### src/rtl/sram_arbiter_pkg.sv
// Shared encodings for the SRAM arbiter: CPU memory-port modes, arbiter states
// and owner identifiers.
package sram_arbiter_pkg;

    localparam logic [3:0] IO_NOP = 4'd0;
    localparam logic [3:0] IO_LW  = 4'd1;
    localparam logic [3:0] IO_LB  = 4'd2;
    localparam logic [3:0] IO_SW  = 4'd3;
    localparam logic [3:0] IO_SB  = 4'd4;

    typedef enum logic [2:0] {
        S_ARB_IDLE,
        S_ARB_RD,
        S_ARB_WR_SETUP,
        S_ARB_WR_PULSE,
        S_ARB_WR_HOLD,
        S_ARB_DONE
    } arb_state_e;

    typedef enum logic {
        OWNER_CPU = 1'b0,
        OWNER_DMA = 1'b1
    } owner_e;

    function automatic logic is_write(input logic [3:0] mode);
        return (mode == IO_SW) || (mode == IO_SB);
    endfunction

endpackage

### src/rtl/sram_arbiter_if.sv
// Requester-side bundle of the SRAM arbiter: CPU memory port and DMA/debug port.
interface sram_arbiter_if;

    logic [3:0]  cpu_mode;
    logic [31:0] cpu_addr;
    logic [31:0] cpu_wdata;
    logic [31:0] cpu_rdata;
    logic        cpu_ready;

    logic        dma_req;
    logic        dma_we;
    logic [31:0] dma_addr;
    logic [31:0] dma_wdata;
    logic [31:0] dma_rdata;
    logic        dma_ack;

    modport master (
        output cpu_mode, cpu_addr, cpu_wdata, dma_req, dma_we, dma_addr, dma_wdata,
        input  cpu_rdata, cpu_ready, dma_rdata, dma_ack
    );

    modport slave (
        input  cpu_mode, cpu_addr, cpu_wdata, dma_req, dma_we, dma_addr, dma_wdata,
        output cpu_rdata, cpu_ready, dma_rdata, dma_ack
    );

endinterface

### src/rtl/sram_arbiter_lane_mux.sv
// Byte-lane handling for a 32-bit SRAM word: SB replicate/byte-enable generation
// and LB extract with sign extension. Purely combinational.
module sram_lane_mux
    import sram_arbiter_pkg::*;
(
    input  logic [3:0]  mode,
    input  logic [1:0]  lane,
    input  logic [31:0] wdata,
    input  logic [31:0] rword,
    output logic [3:0]  be_n,
    output logic [31:0] dout,
    output logic [31:0] rdata
);

    logic [7:0] rbyte;

    always_comb begin
        be_n  = 4'h0;
        dout  = wdata;
        rdata = rword;
        unique case (lane)
            2'd0:    rbyte = rword[7:0];
            2'd1:    rbyte = rword[15:8];
            2'd2:    rbyte = rword[23:16];
            default: rbyte = rword[31:24];
        endcase
        if (mode == IO_SB) begin
            be_n = ~(4'b0001 << lane);
            dout = {4{wdata[7:0]}};
        end
        if (mode == IO_LB) begin
            rdata = {{24{rbyte[7]}}, rbyte};
        end
    end

endmodule

### src/rtl/sram_arbiter.sv
// Arbitrates the single asynchronous SRAM between the CPU memory port and the DMA
// port, sequencing strobes with programmable wait states. All outputs registered.
//
//   state          | meaning
//   ---------------+---------------------------------------------------------
//   S_ARB_IDLE     | strobes off, sample requests, grant round-robin on tie
//   S_ARB_RD       | ce/oe low for WAIT_CYCLES+1 cycles, capture on last
//   S_ARB_WR_SETUP | ce low, address/data driven ahead of the write pulse
//   S_ARB_WR_PULSE | we low for WAIT_CYCLES+1 cycles
//   S_ARB_WR_HOLD  | we released, address/data still held
//   S_ARB_DONE     | completion pulse to the owner, then back to IDLE
module sram_arbiter
    import sram_arbiter_pkg::*;
#(
    parameter int ADDR_W      = 20,
    parameter int WAIT_CYCLES = 1
) (
    input  logic              clk,
    input  logic              rst_n,
    sram_arbiter_if.slave     bus,
    output logic [ADDR_W-1:0] sram_addr,
    output logic [31:0]       sram_dout,
    input  logic [31:0]       sram_din,
    output logic              sram_dout_en,
    output logic              sram_ce_n,
    output logic              sram_oe_n,
    output logic              sram_we_n,
    output logic [3:0]        sram_be_n
);

    localparam logic [3:0] WAIT_LOAD = 4'(WAIT_CYCLES);

    arb_state_e        state_q, state_d;
    logic [3:0]        cnt_q, cnt_d;
    owner_e            last_q, last_d;
    owner_e            owner_q, owner_d;
    logic [3:0]        mode_q, mode_d;
    logic [ADDR_W-1:0] waddr_q, waddr_d;
    logic [1:0]        lane_q, lane_d;
    logic [31:0]       wdata_q, wdata_d;

    logic [ADDR_W-1:0] sram_addr_q, sram_addr_d;
    logic [31:0]       sram_dout_q, sram_dout_d;
    logic              dout_en_q, dout_en_d;
    logic              ce_n_q, ce_n_d;
    logic              oe_n_q, oe_n_d;
    logic              we_n_q, we_n_d;
    logic [3:0]        be_n_q, be_n_d;
    logic [31:0]       cpu_rdata_q, cpu_rdata_d;
    logic [31:0]       dma_rdata_q, dma_rdata_d;
    logic              cpu_ready_q, cpu_ready_d;
    logic              dma_ack_q, dma_ack_d;

    logic              cpu_req;
    logic              grant_cpu;
    logic [3:0]        lane_be_n;
    logic [31:0]       lane_dout;
    logic [31:0]       lane_rdata;
    logic              unused_bits;

    // Lane mux runs on the next-cycle transaction so strobes/data are ready as flops.
    sram_lane_mux u_lane_mux (
        .mode  (mode_d),
        .lane  (lane_d),
        .wdata (wdata_d),
        .rword (sram_din),
        .be_n  (lane_be_n),
        .dout  (lane_dout),
        .rdata (lane_rdata)
    );

    assign unused_bits = ^{bus.cpu_addr[31:ADDR_W+2], bus.dma_addr[31:ADDR_W+2],
                           bus.dma_addr[1:0]};

    always_comb begin
        state_d   = state_q;
        cnt_d     = cnt_q;
        last_d    = last_q;
        owner_d   = owner_q;
        mode_d    = mode_q;
        waddr_d   = waddr_q;
        lane_d    = lane_q;
        wdata_d   = wdata_q;
        cpu_req   = (bus.cpu_mode != IO_NOP);
        grant_cpu = cpu_req && (!bus.dma_req || (last_q == OWNER_DMA));

        unique case (state_q)
            S_ARB_IDLE: begin
                if (cpu_req || bus.dma_req) begin
                    if (grant_cpu) begin
                        owner_d = OWNER_CPU;
                        mode_d  = bus.cpu_mode;
                        waddr_d = bus.cpu_addr[ADDR_W+1:2];
                        lane_d  = bus.cpu_addr[1:0];
                        wdata_d = bus.cpu_wdata;
                    end else begin
                        owner_d = OWNER_DMA;
                        mode_d  = bus.dma_we ? IO_SW : IO_LW;
                        waddr_d = bus.dma_addr[ADDR_W+1:2];
                        lane_d  = 2'd0;
                        wdata_d = bus.dma_wdata;
                    end
                    last_d  = owner_d;
                    cnt_d   = WAIT_LOAD;
                    state_d = is_write(mode_d) ? S_ARB_WR_SETUP : S_ARB_RD;
                end
            end
            S_ARB_RD: begin
                if (cnt_q == 4'd0) state_d = S_ARB_DONE;
                else               cnt_d   = cnt_q - 4'd1;
            end
            S_ARB_WR_SETUP: begin
                cnt_d   = WAIT_LOAD;
                state_d = S_ARB_WR_PULSE;
            end
            S_ARB_WR_PULSE: begin
                if (cnt_q == 4'd0) state_d = S_ARB_WR_HOLD;
                else               cnt_d   = cnt_q - 4'd1;
            end
            S_ARB_WR_HOLD: state_d = S_ARB_DONE;
            S_ARB_DONE:    state_d = S_ARB_IDLE;
            default:       state_d = S_ARB_IDLE;
        endcase
    end

    // Output flops are loaded from the state being entered, so pins track the FSM.
    always_comb begin
        ce_n_d      = 1'b1;
        oe_n_d      = 1'b1;
        we_n_d      = 1'b1;
        be_n_d      = 4'hF;
        dout_en_d   = 1'b0;
        cpu_ready_d = 1'b0;
        dma_ack_d   = 1'b0;
        sram_addr_d = waddr_d;
        sram_dout_d = lane_dout;
        cpu_rdata_d = cpu_rdata_q;
        dma_rdata_d = dma_rdata_q;

        unique case (state_d)
            S_ARB_RD: begin
                ce_n_d = 1'b0;
                oe_n_d = 1'b0;
                be_n_d = 4'h0;
            end
            S_ARB_WR_SETUP, S_ARB_WR_HOLD: begin
                ce_n_d    = 1'b0;
                dout_en_d = 1'b1;
                be_n_d    = lane_be_n;
            end
            S_ARB_WR_PULSE: begin
                ce_n_d    = 1'b0;
                we_n_d    = 1'b0;
                dout_en_d = 1'b1;
                be_n_d    = lane_be_n;
            end
            S_ARB_DONE: begin
                cpu_ready_d = (owner_q == OWNER_CPU);
                dma_ack_d   = (owner_q == OWNER_DMA);
            end
            default: ;
        endcase

        if ((state_q == S_ARB_RD) && (cnt_q == 4'd0)) begin
            if (owner_q == OWNER_CPU) cpu_rdata_d = lane_rdata;
            else                      dma_rdata_d = sram_din;
        end
    end

    always_ff @(posedge clk or negedge rst_n) begin
        if (!rst_n) begin
            state_q     <= S_ARB_IDLE;
            cnt_q       <= 4'd0;
            last_q      <= OWNER_DMA;
            owner_q     <= OWNER_CPU;
            mode_q      <= IO_NOP;
            waddr_q     <= '0;
            lane_q      <= 2'd0;
            wdata_q     <= 32'd0;
            sram_addr_q <= '0;
            sram_dout_q <= 32'd0;
            dout_en_q   <= 1'b0;
            ce_n_q      <= 1'b1;
            oe_n_q      <= 1'b1;
            we_n_q      <= 1'b1;
            be_n_q      <= 4'hF;
            cpu_rdata_q <= 32'd0;
            dma_rdata_q <= 32'd0;
            cpu_ready_q <= 1'b0;
            dma_ack_q   <= 1'b0;
        end else begin
            state_q     <= state_d;
            cnt_q       <= cnt_d;
            last_q      <= last_d;
            owner_q     <= owner_d;
            mode_q      <= mode_d;
            waddr_q     <= waddr_d;
            lane_q      <= lane_d;
            wdata_q     <= wdata_d;
            sram_addr_q <= sram_addr_d;
            sram_dout_q <= sram_dout_d;
            dout_en_q   <= dout_en_d;
            ce_n_q      <= ce_n_d;
            oe_n_q      <= oe_n_d;
            we_n_q      <= we_n_d;
            be_n_q      <= be_n_d;
            cpu_rdata_q <= cpu_rdata_d;
            dma_rdata_q <= dma_rdata_d;
            cpu_ready_q <= cpu_ready_d;
            dma_ack_q   <= dma_ack_d;
        end
    end

    assign sram_addr     = sram_addr_q;
    assign sram_dout     = sram_dout_q;
    assign sram_dout_en  = dout_en_q;
    assign sram_ce_n     = ce_n_q;
    assign sram_oe_n     = oe_n_q;
    assign sram_we_n     = we_n_q;
    assign sram_be_n     = be_n_q;
    assign bus.cpu_rdata = cpu_rdata_q;
    assign bus.dma_rdata = dma_rdata_q;
    assign bus.cpu_ready = cpu_ready_q;
    assign bus.dma_ack   = dma_ack_q;

endmodule

### src/flat_wrapper.sv
// flat-port wrapper written by rule: the top's interface ports become plain ports
module sram_arbiter_flat import sram_arbiter_pkg::*;
#(
    parameter int ADDR_W      = 20,
    parameter int WAIT_CYCLES = 1
)
  (clk, rst_n, sram_addr, sram_dout, sram_din, sram_dout_en, sram_ce_n, sram_oe_n, sram_we_n, sram_be_n, bus_cpu_mode, bus_cpu_addr, bus_cpu_wdata, bus_dma_req, bus_dma_we, bus_dma_addr, bus_dma_wdata, bus_cpu_rdata, bus_cpu_ready, bus_dma_rdata, bus_dma_ack);
  sram_arbiter_if bus_i ();
  input  logic clk;
  input  logic rst_n;
  output logic [ADDR_W-1:0] sram_addr;
  output logic [31:0] sram_dout;
  input  logic [31:0] sram_din;
  output logic sram_dout_en;
  output logic sram_ce_n;
  output logic sram_oe_n;
  output logic sram_we_n;
  output logic [3:0] sram_be_n;
  input wire logic [$bits(bus_i.cpu_mode)-1:0] bus_cpu_mode;
  input wire logic [$bits(bus_i.cpu_addr)-1:0] bus_cpu_addr;
  input wire logic [$bits(bus_i.cpu_wdata)-1:0] bus_cpu_wdata;
  input wire logic [$bits(bus_i.dma_req)-1:0] bus_dma_req;
  input wire logic [$bits(bus_i.dma_we)-1:0] bus_dma_we;
  input wire logic [$bits(bus_i.dma_addr)-1:0] bus_dma_addr;
  input wire logic [$bits(bus_i.dma_wdata)-1:0] bus_dma_wdata;
  output wire logic [$bits(bus_i.cpu_rdata)-1:0] bus_cpu_rdata;
  output wire logic [$bits(bus_i.cpu_ready)-1:0] bus_cpu_ready;
  output wire logic [$bits(bus_i.dma_rdata)-1:0] bus_dma_rdata;
  output wire logic [$bits(bus_i.dma_ack)-1:0] bus_dma_ack;
  assign bus_i.cpu_mode = bus_cpu_mode;
  assign bus_i.cpu_addr = bus_cpu_addr;
  assign bus_i.cpu_wdata = bus_cpu_wdata;
  assign bus_i.dma_req = bus_dma_req;
  assign bus_i.dma_we = bus_dma_we;
  assign bus_i.dma_addr = bus_dma_addr;
  assign bus_i.dma_wdata = bus_dma_wdata;
  assign bus_cpu_rdata = bus_i.cpu_rdata;
  assign bus_cpu_ready = bus_i.cpu_ready;
  assign bus_dma_rdata = bus_i.dma_rdata;
  assign bus_dma_ack = bus_i.dma_ack;
  sram_arbiter #(.ADDR_W(ADDR_W), .WAIT_CYCLES(WAIT_CYCLES)) u_core (.clk(clk), .rst_n(rst_n), .bus(bus_i), .sram_addr(sram_addr), .sram_dout(sram_dout), .sram_din(sram_din), .sram_dout_en(sram_dout_en), .sram_ce_n(sram_ce_n), .sram_oe_n(sram_oe_n), .sram_we_n(sram_we_n), .sram_be_n(sram_be_n));
endmodule
### config.mk
export PLATFORM = sky130hd
export DESIGN_NAME = sram_arbiter_flat
export DESIGN_NICKNAME = d
export VERILOG_FILES = /design/src/rtl/sram_arbiter_pkg.sv /design/src/rtl/sram_arbiter_if.sv /design/src/rtl/sram_arbiter_lane_mux.sv /design/src/rtl/sram_arbiter.sv /design/src/flat_wrapper.sv
export SDC_FILE = /design/constraint.sdc
export NUM_CORES = 1
export LEC_CHECK = 0
export CAP_MARGIN = 20
export CORE_MARGIN = 2
export CORE_UTILIZATION = 35
export DETAILED_ROUTE_END_ITERATION = 10
export PLACE_DENSITY = 0.69
export SLEW_MARGIN = 20
export SYNTH_ARGS = -nofsm -noshare
export SYNTH_HDL_FRONTEND = slang
export SYNTH_HIERARCHICAL = 1
export SYNTH_SLANG_ARGS = --single-unit
### constraint.sdc
create_clock -name clk -period 4.6 [get_ports clk]
set_input_delay 0.92 -clock clk [delete_from_list [all_inputs] [get_ports clk]]
set_output_delay 0.92 -clock clk [all_outputs]
set_load 0.005 [all_outputs]
* Word level (Yosys, flattened, before mapping)
Index checks and enable logic that the tools add are counted.
** Word-level totals
- Register bits :: 173
- Input port bits :: 168
- Output and inout bits :: 126
- Word-level logic and storage cells :: 90
** Operators by class
- Add/subtract/negate cells :: 1
- Eq/ne operators :: 17
- Shifts and indexed selects :: 1
- Mux-type cells :: 33
- Bitwise logic cells :: 2
- Reduce and logical (&&, ||, !) cells :: 18
** Operator list (count)
- 32-bit 2-to-1 mux :: 5
- 4-bit 2-to-1 mux :: 8
- 8-bit one-hot mux with 3 select lines :: 1
- 20-bit 2-to-1 mux :: 1
- 3-bit one-hot mux with 5 select lines :: 1
- 3-bit by 2-bit == test with 1-bit output (second input constant) :: 4
- 4-bit one-hot mux with 3 select lines :: 1
- 2-bit 2-to-1 mux :: 5
- 3-bit == test (second input constant) :: 3
- 3-bit 2-to-1 mux :: 3
- 4-bit by 2-bit == test with 1-bit output (second input constant) :: 2
- 4-bit by 3-bit == test with 1-bit output (second input constant) :: 2
- 4-bit one-hot mux with 2 select lines :: 1
- 1-bit 2-to-1 mux :: 7
- 3-bit by 1-bit == test with 1-bit output (second input constant) :: 2
- 2-bit AND reduction :: 3
- 4-bit logical NOT :: 1
- 4-bit inverter :: 1
- 4-bit nonzero test :: 1
- 4-bit OR reduction :: 1
- 1-bit by 2-bit << shifter with 4-bit output (first input constant) :: 1
- 4-bit by 1-bit subtractor with 4-bit output (second input constant) :: 1
- 3-bit logical NOT :: 1
- 1-bit logical OR :: 3
- 12 further kinds :: 13

* Longest topological paths before layout
Gate-level depths: netlist of run 1.
- Word-level depth :: 14
- Depth in mapped cells :: 12
- Gate-level depth less buffers :: 8

* Modules after synthesis
The synthesis of run 1 kept the hierarchy.
** Modules (own cells, without submodules)
- sram_arbiter :: times used 1, cells an instance 548, area each 6611.3 um^2, seq. area each 4339.2 um^2
- sram_lane_mux :: times used 1, cells an instance 90, area each 1057.3 um^2, seq. area each 0.0 um^2

* Least setup slack after synthesis of run 1
Ideal clock, no wire load.
- Path type :: input -> register
- Start point :: in bus_cpu_mode[3]
- End point :: reg u_core.cpu_rdata_q[10], in the netlist u_core/bus.cpu_rdata[10]
- Setup time :: 0.125 ns
- Data arrival time :: 3.287 ns
- Data required time :: 4.475 ns
- Path slack :: 1.189 ns
- Cell stages on the path :: 11
- Buffers on the path :: 3
- Cell sequence :: nor4_4 > nand2_1 > and2_1 > buf_6 > buf_2 > o21ai_0 > nand2_1 > nor4b_2 > buf_2 > mux2_2 > mux2_2
** On the way
- Word-level cells in the longest chain between the ends :: 9
- Elaborated cells between the ends (all ways) :: 17
- Those cells by class :: 3 x eq/ne; 10 x mux; 4 x reduce/logical
** RTL lines
- from (decl) :: line flat_wrapper.sv:19 : input wire logic [$bits(bus_i.cpu_mode)-1:0] bus_cpu_mode;
- 4-bit nonzero test (*) :: line sram_arbiter.sv:84 : cpu_req = (bus.cpu_mode != IO_NOP);
- 1-bit logical AND :: line sram_arbiter.sv:85 : grant_cpu = cpu_req && (!bus.dma_req || (last_q == OWNER_DMA));
- 4-bit 2-to-1 mux :: line sram_arbiter.sv:90 : if (grant_cpu) begin
- 4-bit 2-to-1 mux :: line sram_arbiter.sv:89 : if (cpu_req || bus.dma_req) begin
- 4-bit 2-to-1 mux :: line sram_arbiter.sv:87 : unique case (state_q)
- 4-bit 2-to-1 mux (*) :: line sram_arbiter.sv:89
- 4-bit 2-to-1 mux (*) :: line sram_arbiter.sv:87
- net u_core.mode_d[0] :: line sram_arbiter.sv:37 : logic [3:0] mode_q, mode_d;
- 4-bit by 2-bit == test with 1-bit output (*) :: line sram_arbiter_lane_mux.sv:31 : if (mode == IO_LB) begin
- 32-bit 2-to-1 mux (*) :: line sram_arbiter_lane_mux.sv:31
- net u_core.lane_rdata[10] :: line sram_arbiter.sv:58 : logic [31:0] lane_rdata;
- to (signal assigned) :: line sram_arbiter.sv:207 : cpu_rdata_q <= cpu_rdata_d;
- to (decl) :: line sram_arbiter.sv:49 : logic [31:0] cpu_rdata_q, cpu_rdata_d;
The timed path passes the listed nets; every way through them passes the cells marked *. The select of a mux whose other input is x is not followed.
A chain may end at the register's enable or synchronous reset.

* Worst setup path in the final report of run 1
- Start point :: in bus_cpu_mode[3]
- End point :: reg u_core.cpu_rdata_q[18], in the netlist u_core/bus.cpu_rdata[18]
** On the way
- Elaborated cells between the ends (all ways) :: 17
- Those cells by class :: 3 x eq/ne; 10 x mux; 4 x reduce/logical
** RTL lines
- 4-bit nonzero test (*) :: line sram_arbiter.sv:84
- 1-bit logical AND :: line sram_arbiter.sv:85
- 2-bit 2-to-1 mux :: line sram_arbiter.sv:90
- 2-bit 2-to-1 mux (*) :: line sram_arbiter.sv:89
- 2-bit 2-to-1 mux (*) :: line sram_arbiter.sv:87
- net u_core.lane_d[0] :: line sram_arbiter.sv:39 : logic [1:0] lane_q, lane_d;
- 2-bit == test (tied with other cells) :: line sram_arbiter_lane_mux.sv:21 : unique case (lane)
- 8-bit one-hot mux with 3 select lines (*) :: line sram_arbiter_lane_mux.sv:21
- 32-bit 2-to-1 mux (*) :: line sram_arbiter_lane_mux.sv:31
- net u_core.lane_rdata[18] :: line sram_arbiter.sv:58
Marks and branches as above.

==> results of run 1 <==
flip-flops by register name, summed over array words and instances (netlist names), 3 cells and up:
signal and count:
u_core/mode_q 4, u_core/sram_dout 32, u_core/wdata_q 32, u_core/sram_addr 20
u_core/sram_be_n 4, u_core/bus.dma_rdata 32, u_core/cnt_q 4, u_core/bus.cpu_rdata 32
u_core/state_q 3
cells by family (layout without fill, tap and decap cells):
| logic type | after synthesis | count (layout) |
|---|---|---|
| XOR/XNOR | 2 | 2 |
| buffers and inverters | 57 | 320 |
| multiplexers | 129 | 129 |
| adder cells (fa/ha/maj) | 1 | 1 |
| flip-flops | 173 | 173 |
| AND/OR/NAND/NOR | 199 | 199 |
| AO/OA/AOI/OAI | 77 | 77 |
layout make-up:
type | instances | area, um^2 | share of cell area, %
Sequential cell | 173 | 4340 | 38.9
Multi-Input combinational cell | 408 | 3020 | 27.1
Timing Repair Buffer | 281 | 2830 | 25.3
Clock buffer | 18 | 439 | 3.94
Tap cell | 280 | 350 | 3.14
Clock inverter | 14 | 151 | 1.36
Inverter | 7 | 26.3 | 0.236
through the flow:
stage,cell area [um^2],instances
floorplan,7670,638
global placement,10600,1149
detailed placement,10600,1149
CTS,11200,1181
global route,11200,1181
finish,11200,1181
metal layers:
metal	vias up	GRT usage [%]	routed length, um
met5	-	0	11
met4	2	4.45	248
met2	263	30.5	10100
met1	2908	25.0	9590
li1	2717	-	-
met3	15	8.84	2280
cell usage after synthesis (2+ instances only):
library cell | instances | area share (%)
mux2_1 | 5 | 0.73
mux2_2 | 100 | 15
mux2_4 | 16 | 3.1
a22o_1 | 4 | 0.46
dfstp_2 | 8 | 2.7
buf_6 | 5 | 0.73
clkbuf_1 | 17 | 0.83
nor2_1 | 62 | 3.0
mux4_2 | 8 | 2.3
nand2_1 | 114 | 5.6
nand3b_1 | 2 | 0.20
and2_1 | 3 | 0.24
a31oi_1 | 53 | 4.3
nor4_4 | 2 | 0.55
xor2_1 | 2 | 0.23
o21a_1 | 5 | 0.49
o21ai_0 | 4 | 0.26
dfrtp_1 | 165 | 54
a21oi_1 | 5 | 0.33
inv_1 | 7 | 0.34
nand3_1 | 3 | 0.20
nor3_1 | 3 | 0.20
buf_2 | 18 | 1.2
buf_4 | 9 | 0.88
power by group through the flow:
stage,combinational (W),clock [W],sequential [W]
floorplan,0.00199,0,0.00266
global placement,0.00366,0,0.00264
detailed placement,0.00370,0,0.00267
CTS,0.00372,0.00147,0.00265
global route,0.00399,0.00153,0.00274
finish,0.00367,0.00143,0.00264
critical path, stage by stage:
cell and delay [ps]:
clkdlybuf4s50_1 500, nor4_4 540, nand2_1 180, nand2_1 240, a22o_1 260, mux4_2 780
mux2_2 360, mux2_2 260
path summary, 6_finish.rpt:
check                                            start                                    to
setup / recovery                       bus_cpu_mode[3]  u_core/bus.cpu_rdata[18]$_DFFE_PN0P_
hold / removal               u_core/last_q$_DFFE_PN1P_             u_core/last_q$_DFFE_PN1P_
setup reg to reg           u_core/state_q[2]$_DFF_PN0_  u_core/bus.cpu_rdata[18]$_DFFE_PN0P_
hold reg to reg              u_core/last_q$_DFFE_PN1P_             u_core/last_q$_DFFE_PN1P_
max in group asynchronous                        rst_n            u_core/sram_ce_n$_DFF_PN1_
min in group asynchronous                        rst_n        u_core/sram_dout[16]$_DFF_PN0_
==> impl_metrics.yaml, run 1 <==
status:
  status: "finished, final reports clean"
floorplanning:
  die_w_um: 152
  rows: 54
  dieHeight_um: 152
  ios: 294
  start_util_pct: 35.4
  core_um2: 21700
  dieArea_um2: 23100
sta:
  max_freq_mhz: 267
  period_minus_slack_ps: 3750
  finalSetupViolations: 0
  max-slew-margin-rel_pct: 48.8
  worst_slew_pin_slew_ps: 768
  drv_slew: 0
  setup_tns_ps: 0
  rsz0062_at_grt: "false"
  finalWorstSetupSlack_ps: 852
  finalHoldViolCount: 0
  holdWs_ps: 500
  fin_worst_skew_ps: 18.0
  fin_crit_sh_pct: 81.5
cts:
  clkSlewWorstSetupHoldPaths_ps: 70
  cts.repair.resized: 0
  worstSkewPairLatency_ps: 440
  clock_path_buffers: 2
  cts_tree: "done"
  cts_sinks: 173
  h-tree-depth: 4
  post-cts-setup-buffers: 0
  cts_root_buf: "clkbuf_16"
  cts_buffers: 17
  postCtsHoldBufs: 0
synthesis:
  synthSimpleGateAreaFrac_pct: 11.2
  yosysWarnings: 6
  ys_seq_elements: 173
  synth_edf_count: 0
  synth.distinct_cells: 42
  synth_fa_ha_area_share_pct: 0.163
  synthXorXnorAreaFrac_pct: 0.228
  synth-async-reset-ratio_pct: 100
  synth_flop_cell: "dfrtp_1"
  synth_compound_area_share_pct: 6.72
  synthesis.nets: 807
  synth_mux_area_share_pct: 20.9
  netlist_instances: 638
  mappedNetlistArea_um2: 7670
  synth_top_family_by_area: "multiplexers"
  syn_area_per_cell_um2: 12.0
  yosysSeqAreaShare_pct: 56.6
setup_path:
  reg2reg_depth: 6
  critical_path_class: "in2reg"
  required_ps: 4910
  reg2reg_setup_slack_ps: 1640
  critPathLaunchType: "input pin"
  cp_data_arrival_time_ps: 4060
  end_kind: "flip-flop"
  critPathMaxFanout: 25
worst_hold_path:
  hold_path.class: "reg2reg"
  hold_depth: 2
power:
  vdd_drop_max_uv: 278
  power_frac_seq_pct: 34.2
  sw_frac_of_total_pct: 33.0
  p_int_w: 0.00518
  pwr-share-comb_pct: 47.4
  p_leak_nw: 4.60
  power_w: 0.00773
  p_per_area_nw_per_um2: 693
  clkPwrFrac_pct: 18.4
  p_switching_w: 0.00255
routing:
  route.detailed.drc: 0
  vias_per_cell: 5.00
  wl_per_cell_um: 18.9
  routed_wl_um: 22300
  vias: 5905
  ant_nets: 0
  dr.pass1.iters: 4
  drt_iter0_markers: 347
final_layout:
  final_common_cell: "clkdlybuf4s50_1"
  areaGrowthSynthToFinish_pct: 45.5
  final_layout_size_suffix_gt1_share_pct: 20.5
  nFillCells: 1888
  mostFrequentLayoutCells: "clkdlybuf4s50_1, dfrtp_1, nand2_1"
  nets: 1057
  final_core_util_pct: 51.4
  n_antenna_cell: 0
global_routing:
  grt_max_degree: 107
  grt_pass1_vias: 6034
  grt_pass1_wl_um: 35300
  overflow: 0
  grt_usage_pct: 19.5
  antenna_found_initial: 1
job:
  drv_cap: 0
placement:
  place_ws_ps: 473
  hpwl_um: 15400
  io_buffers: 271
  finalWeightedCongestion: 0.790
(Power assumes the default switching activity.)
==> run 2: changes to the inputs <==
--- a/config.mk
+++ b/config.mk
@@ -9,7 +9,7 @@
 export CORE_MARGIN = 2
 export CORE_UTILIZATION = 35
 export DETAILED_ROUTE_END_ITERATION = 10
-export PLACE_DENSITY = 0.69
+export PLACE_DENSITY = 0.72
 export SLEW_MARGIN = 20
 export SYNTH_ARGS = -nofsm -noshare
 export SYNTH_HDL_FRONTEND = slang
==> constraint.sdc (replaced) <==
create_clock -name clk -period 3.41 [get_ports clk]
set_input_delay 0.682 -clock clk [delete_from_list [all_inputs] [get_ports clk]]
set_output_delay 0.682 -clock clk [all_outputs]
set_load 0.005 [all_outputs]
==> run 2 against run 1 <==
Effect of this change:
- critical endpoint is now u_core/bus.cpu_rdata[0]$_DFFE_PN0P_
- utilization up 0.82 points
- cell area up 1.6%
- sequential cell count unchanged
- first-iteration DRC count down 14%
- non-clock buffer count up 22
==> impl_metrics.yaml, run 2 (same netlist as run 1, synthesis figures left out) <==
status:
  status: "finished, final reports clean"
final_layout:
  nets: 1079
  final_layout_size_suffix_gt1_share_pct: 22.4
  stdcell_area_um2: 11300
  final_core_util_pct: 52.3
  areaGrowthSynthToFinish_pct: 47.8
  n_antenna_cell: 0
  final_common_cell: "clkdlybuf4s50_1"
  mostFrequentLayoutCells: "clkdlybuf4s50_1, dfrtp_1, nand2_1"
setup_path:
  cp_slowest_stage_delay_ps: 470
  critical_path_class: "in2reg"
  critPathMaxFanout: 32
  path_cells: "clkdlybuf4s50_1 -> nor4_4 -> buf_4 -> nor2_4 -> and2_1 -> a22o_1 -> nor4b_4 -> buf_12 -> mux2_2 -> mux2_2"
  critPathLaunchType: "input pin"
  required_ps: 3720
  end_kind: "flip-flop"
  path_common_cell: "mux2_2"
  cpMaxStageDelayCell: "clkdlybuf4s50_1"
  cp_data_arrival_time_ps: 3390
routing:
  route.detailed.drc: 0
  vias_per_cell: 4.96
  vias: 5972
  ant_nets: 0
  drt_iter0_markers: 300
  routed_wl_um: 22100
  wl_per_cell_um: 18.4
  dr.pass1.iters: 5
floorplanning:
  ios: 294
  start_util_pct: 35.4
  dieHeight_um: 152
  dieArea_um2: 23100
  core_um2: 21700
  rows: 54
  die_w_um: 152
sta:
  fin_crit_sh_pct: 90.2
  rsz0062_at_grt: "false"
  finalHoldViolCount: 0
  period_minus_slack_ps: 3070
  finalSetupViolations: 0
  worst_slew_pin_slew_ps: 591
  max-slew-margin-rel_pct: 60.6
  fin_worst_skew_ps: 13.0
  drv_slew: 0
  max_freq_mhz: 325
cts:
  cts.repair.resized: 0
  cts_root_buf: "clkbuf_16"
  cts_buffers: 17
  post-cts-setup-buffers: 0
  cts_sinks: 173
  h-tree-depth: 4
  worstSkewPairLatency_ps: 420
  postCtsHoldBufs: 0
  cts_tree: "done"
  clkSlewWorstSetupHoldPaths_ps: 80
  clock_path_buffers: 2
placement:
  finalWeightedCongestion: 0.849
  placed_cell_area_um2: 10700
  io_buffers: 271
  hpwl_um: 15600
job:
  drv_cap: 0
power:
  p_per_area_nw_per_um2: 931
  vdd_drop_max_uv: 451
  p_switching_w: 0.00347
  sw_frac_of_total_pct: 32.9
  pwr-share-comb_pct: 47.9
  clkPwrFrac_pct: 18.3
  power_frac_seq_pct: 33.8
  p_int_w: 0.00708
  p_leak_nw: 4.72
global_routing:
  antenna_found_initial: 2
  grt_pass1_wl_um: 34800
  grt_max_degree: 77
  overflow: 0
  grt_usage_pct: 19.2
  grt_pass1_vias: 6071
worst_hold_path:
  hold_path.class: "in2async"
## run 2: changes by cell type in the layout (fill, tap and decap cells not counted), sizes merged
cell,previous run,this run
clkbuf,18,17
buf,11,33
inv,13,14
## run 2: path summary, 6_finish.rpt
check                                                         start                                  end  slack (ps)  cells past startpoint
worst max-delay path                                bus_cpu_mode[3]  u_core/bus.cpu_rdata[0]$_DFFE_PN0P_         340                     10
worst min-delay path                                          rst_n         u_core/wdata_q[12]$_DFF_PN0_         220                      1
worst max register to register          u_core/state_q[2]$_DFF_PN0_  u_core/bus.cpu_rdata[0]$_DFFE_PN0P_         450                      9
worst min register to register  u_core/bus.dma_rdata[2]$_DFFE_PN0P_  u_core/bus.dma_rdata[2]$_DFFE_PN0P_         490                      1
max in group asynchronous                                     rst_n     u_core/sram_addr[13]$_DFFE_PN0P_        2290                      2
min in group clk                u_core/bus.dma_rdata[2]$_DFFE_PN0P_  u_core/bus.dma_rdata[2]$_DFFE_PN0P_         490                      1
## run 2: critical path, delay by kind of cell
family          cells  cell delay (ps)
buf+inv             3              900
simple gates        4              910
mux                 2              630
compound gates      1              250
## run 2: through the flow
step	power (W)	setup TNS (ps)	std cells	worst slack, ps	hold WS, ps
floorplan	0.00627	0	638	237	386
global placement	0.00858	-2810	1171	-95.6	474
detailed placement	0.00870	-3020	1171	-108	484
CTS	0.0107	0	1203	332	227
global route	0.0113	0	1203	208	242
finish	0.0106	0	1203	335	219
## run 2: power by group through the flow
| stage | Combinational (W) | Clock, W | Sequential, W |
|---|---|---|---|
| 3_5_place_dp | 0.00509 | 0 | 0.00361 |
| 5_1_grt | 0.00550 | 0.00207 | 0.00369 |
| 2_1_floorplan | 0.00268 | 0 | 0.00359 |
| 4_1_cts | 0.00512 | 0.00199 | 0.00358 |
| 3_3_place_gp | 0.00501 | 0 | 0.00357 |
| 6_report | 0.00505 | 0.00193 | 0.00357 |
## run 2: area by class of cell
class,instances,area (um^2)
fill,1899,10400
sequential,173,4340
multi-input combinational,408,3020
timing repair buffer,303,3000
clock buffer,17,425
tap,280,350
clock inverter,15,166
inverter,7,26.3
## run 2: layer usage
layer	GRT usage, %	up-vias	wire (um)
met3	8.61	19	2480
li1	-	2758	-
met4	4.45	4	296
met1	24.5	2899	9260
met5	0	-	27
met2	30.4	292	10000
==> run 3: changes to the inputs <==
--- a/config.mk
+++ b/config.mk
@@ -9,7 +9,7 @@
 export CORE_MARGIN = 2
 export CORE_UTILIZATION = 35
 export DETAILED_ROUTE_END_ITERATION = 10
-export PLACE_DENSITY = 0.72
+export PLACE_DENSITY = 0.69
 export SLEW_MARGIN = 20
 export SYNTH_ARGS = -nofsm -noshare
 export SYNTH_HDL_FRONTEND = slang
==> constraint.sdc (replaced) <==
create_clock -name clk -period 3.3 [get_ports clk]
set_input_delay 0.66 -clock clk [delete_from_list [all_inputs] [get_ports clk]]
set_output_delay 0.66 -clock clk [all_outputs]
set_load 0.005 [all_outputs]
==> run 3 against run 2 <==
Effect of this change:
- clock skew hardly changed
- final cell count decreased by 0.17%
- via count decreased by 0.39%
- critical path type unchanged
- critical endpoint is now u_core/bus.cpu_rdata[1]$_DFFE_PN0P_
- largest cell class unchanged
- largest power group unchanged
==> impl_metrics.yaml, run 3 (same netlist as run 1, synthesis figures left out) <==
global_routing:
  grt_pass1_wl_um: 35700
  grt_max_degree: 70
  antenna_found_initial: 1
  grt_pass1_vias: 6045
  overflow: 0
  grt_usage_pct: 19.6
status:
  status: "finished, final reports clean"
sta:
  period_minus_slack_ps: 3100
  fin_worst_skew_ps: 12.7
  drv_slew: 0
  holdWs_ps: 240
  rsz0062_at_grt: "false"
  max-slew-margin-rel_pct: 55.7
  finalHoldViolCount: 0
  fin_crit_sh_pct: 93.9
  worst_slew_pin_slew_ps: 665
  max_freq_mhz: 323
  finalWorstSetupSlack_ps: 201
  finalSetupViolations: 0
cts:
  cts_buffers: 17
  post-cts-setup-buffers: 0
  clkSlewWorstSetupHoldPaths_ps: 80
  cts_tree: "done"
  worstSkewPairLatency_ps: 430
  postCtsHoldBufs: 0
  cts.repair.resized: 0
  h-tree-depth: 4
  cts_sinks: 173
  cts_root_buf: "clkbuf_16"
  clock_path_buffers: 2
final_layout:
  areaGrowthSynthToFinish_pct: 48.4
  nets: 1077
  mostFrequentLayoutCells: "clkdlybuf4s50_1, dfrtp_1, nand2_1"
  n_antenna_cell: 0
  final_common_cell: "clkdlybuf4s50_1"
  final_layout_size_suffix_gt1_share_pct: 22.3
routing:
  wl_per_cell_um: 18.7
  drt_iter0_markers: 294
  dr.pass1.iters: 5
  vias: 5949
  route.detailed.drc: 0
  ant_nets: 0
  vias_per_cell: 4.95
  routed_wl_um: 22400
floorplanning:
  die_w_um: 152
  core_um2: 21700
  dieHeight_um: 152
  ios: 294
  rows: 54
  start_util_pct: 35.4
  dieArea_um2: 23100
worst_hold_path:
  hold_path.class: "in2async"
placement:
  io_buffers: 271
  place_ws_ps: -246
  finalWeightedCongestion: 0.800
  hpwl_um: 15700
power:
  p_per_area_nw_per_um2: 972
  vdd_drop_max_uv: 435
  p_leak_nw: 4.74
  power_w: 0.0111
setup_path:
  critPathMaxFanout: 32
  required_ps: 3610
  cp_data_arrival_time_ps: 3410
  critPathLaunchType: "input pin"
  end_kind: "flip-flop"
  critical_path_class: "in2reg"
job:
  drv_cap: 0
-- run 3: changes by cell type in the layout (fill, tap and decap cells not counted), sizes merged --
| cell | before | now |
|---|---|---|
| bufinv | 0 | 2 |
| clkinv | 6 | 5 |
| inv | 14 | 15 |
| clkinvlp | 2 | 0 |
| buf | 33 | 31 |
-- run 3: path summary, 6_finish.rpt --
kind | slack, ps | from | depth (start not counted) | end
min in group clk | 500 | u_core/bus.dma_rdata[8]$_DFFE_PN0P_ | 1 | u_core/bus.dma_rdata[8]$_DFFE_PN0P_
worst max register to register | 350 | u_core/state_q[0]$_DFF_PN0_ | 9 | u_core/bus.cpu_rdata[1]$_DFFE_PN0P_
worst min register to register | 500 | u_core/bus.dma_rdata[8]$_DFFE_PN0P_ | 1 | u_core/bus.dma_rdata[8]$_DFFE_PN0P_
worst max-delay path | 200 | bus_cpu_mode[3] | 10 | u_core/bus.cpu_rdata[1]$_DFFE_PN0P_
worst min-delay path | 240 | rst_n | 1 | u_core/wdata_q[16]$_DFF_PN0_
max in group asynchronous | 2250 | rst_n | 2 | u_core/sram_be_n[0]$_DFF_PN1_
-- run 3: per-layer routing --
layer / vias up / global-route usage (%) / routed length (um) / part of all wire (%)
met5: - / 0 / 13 / 0.058
met4: 2 / 4.05 / 264 / 1.2
met1: 2924 / 25.9 / 9850 / 44
met2: 243 / 30.5 / 10200 / 45
met3: 21 / 8.19 / 2130 / 9.5
li1: 2759 / - / - / -
-- run 3: cell type report --
type	instances	area, um^2
clock inverters	15	214
repair buffers	301	3000
inverters	7	26.3
clock buffers	17	425
well taps	280	350
flip-flops and latches	173	4340
fillers	1899	10300
multi-input cells	408	3020
-- run 3: through the flow --
stage / cell area [um^2] / instances / TNS, ps / utilization [%]
6_report: 11400 / 1201 / 0 / 52.5
5_1_grt: 11400 / 1201 / 0 / 52.5
4_1_cts: 11400 / 1201 / 0 / 52.5
3_5_place_dp: 10700 / 1169 / -12160 / 49.5
3_3_place_gp: 10700 / 1169 / -10490 / 49.5
2_1_floorplan: 7670 / 638 / 0 / -
-- run 3: critical path, stage by stage --
cell,delay [ps]
clkdlybuf4s50_1,470
nor4_4,410
buf_4,200
or2_2,130
nand2_1,50
a31oi_1,260
nor4b_4,320
buf_12,260
mux2_2,370
mux2_2,270
-- run 3: report_power, final --
group	leakage [nW]	total, W	internal [W]	switching [W]
Combinational	2.44	0.00523	0.00308	0.00215
Sequential	1.99	0.00367	0.00321	0.000463
Clock	0.310	0.00216	0.00117	0.000988
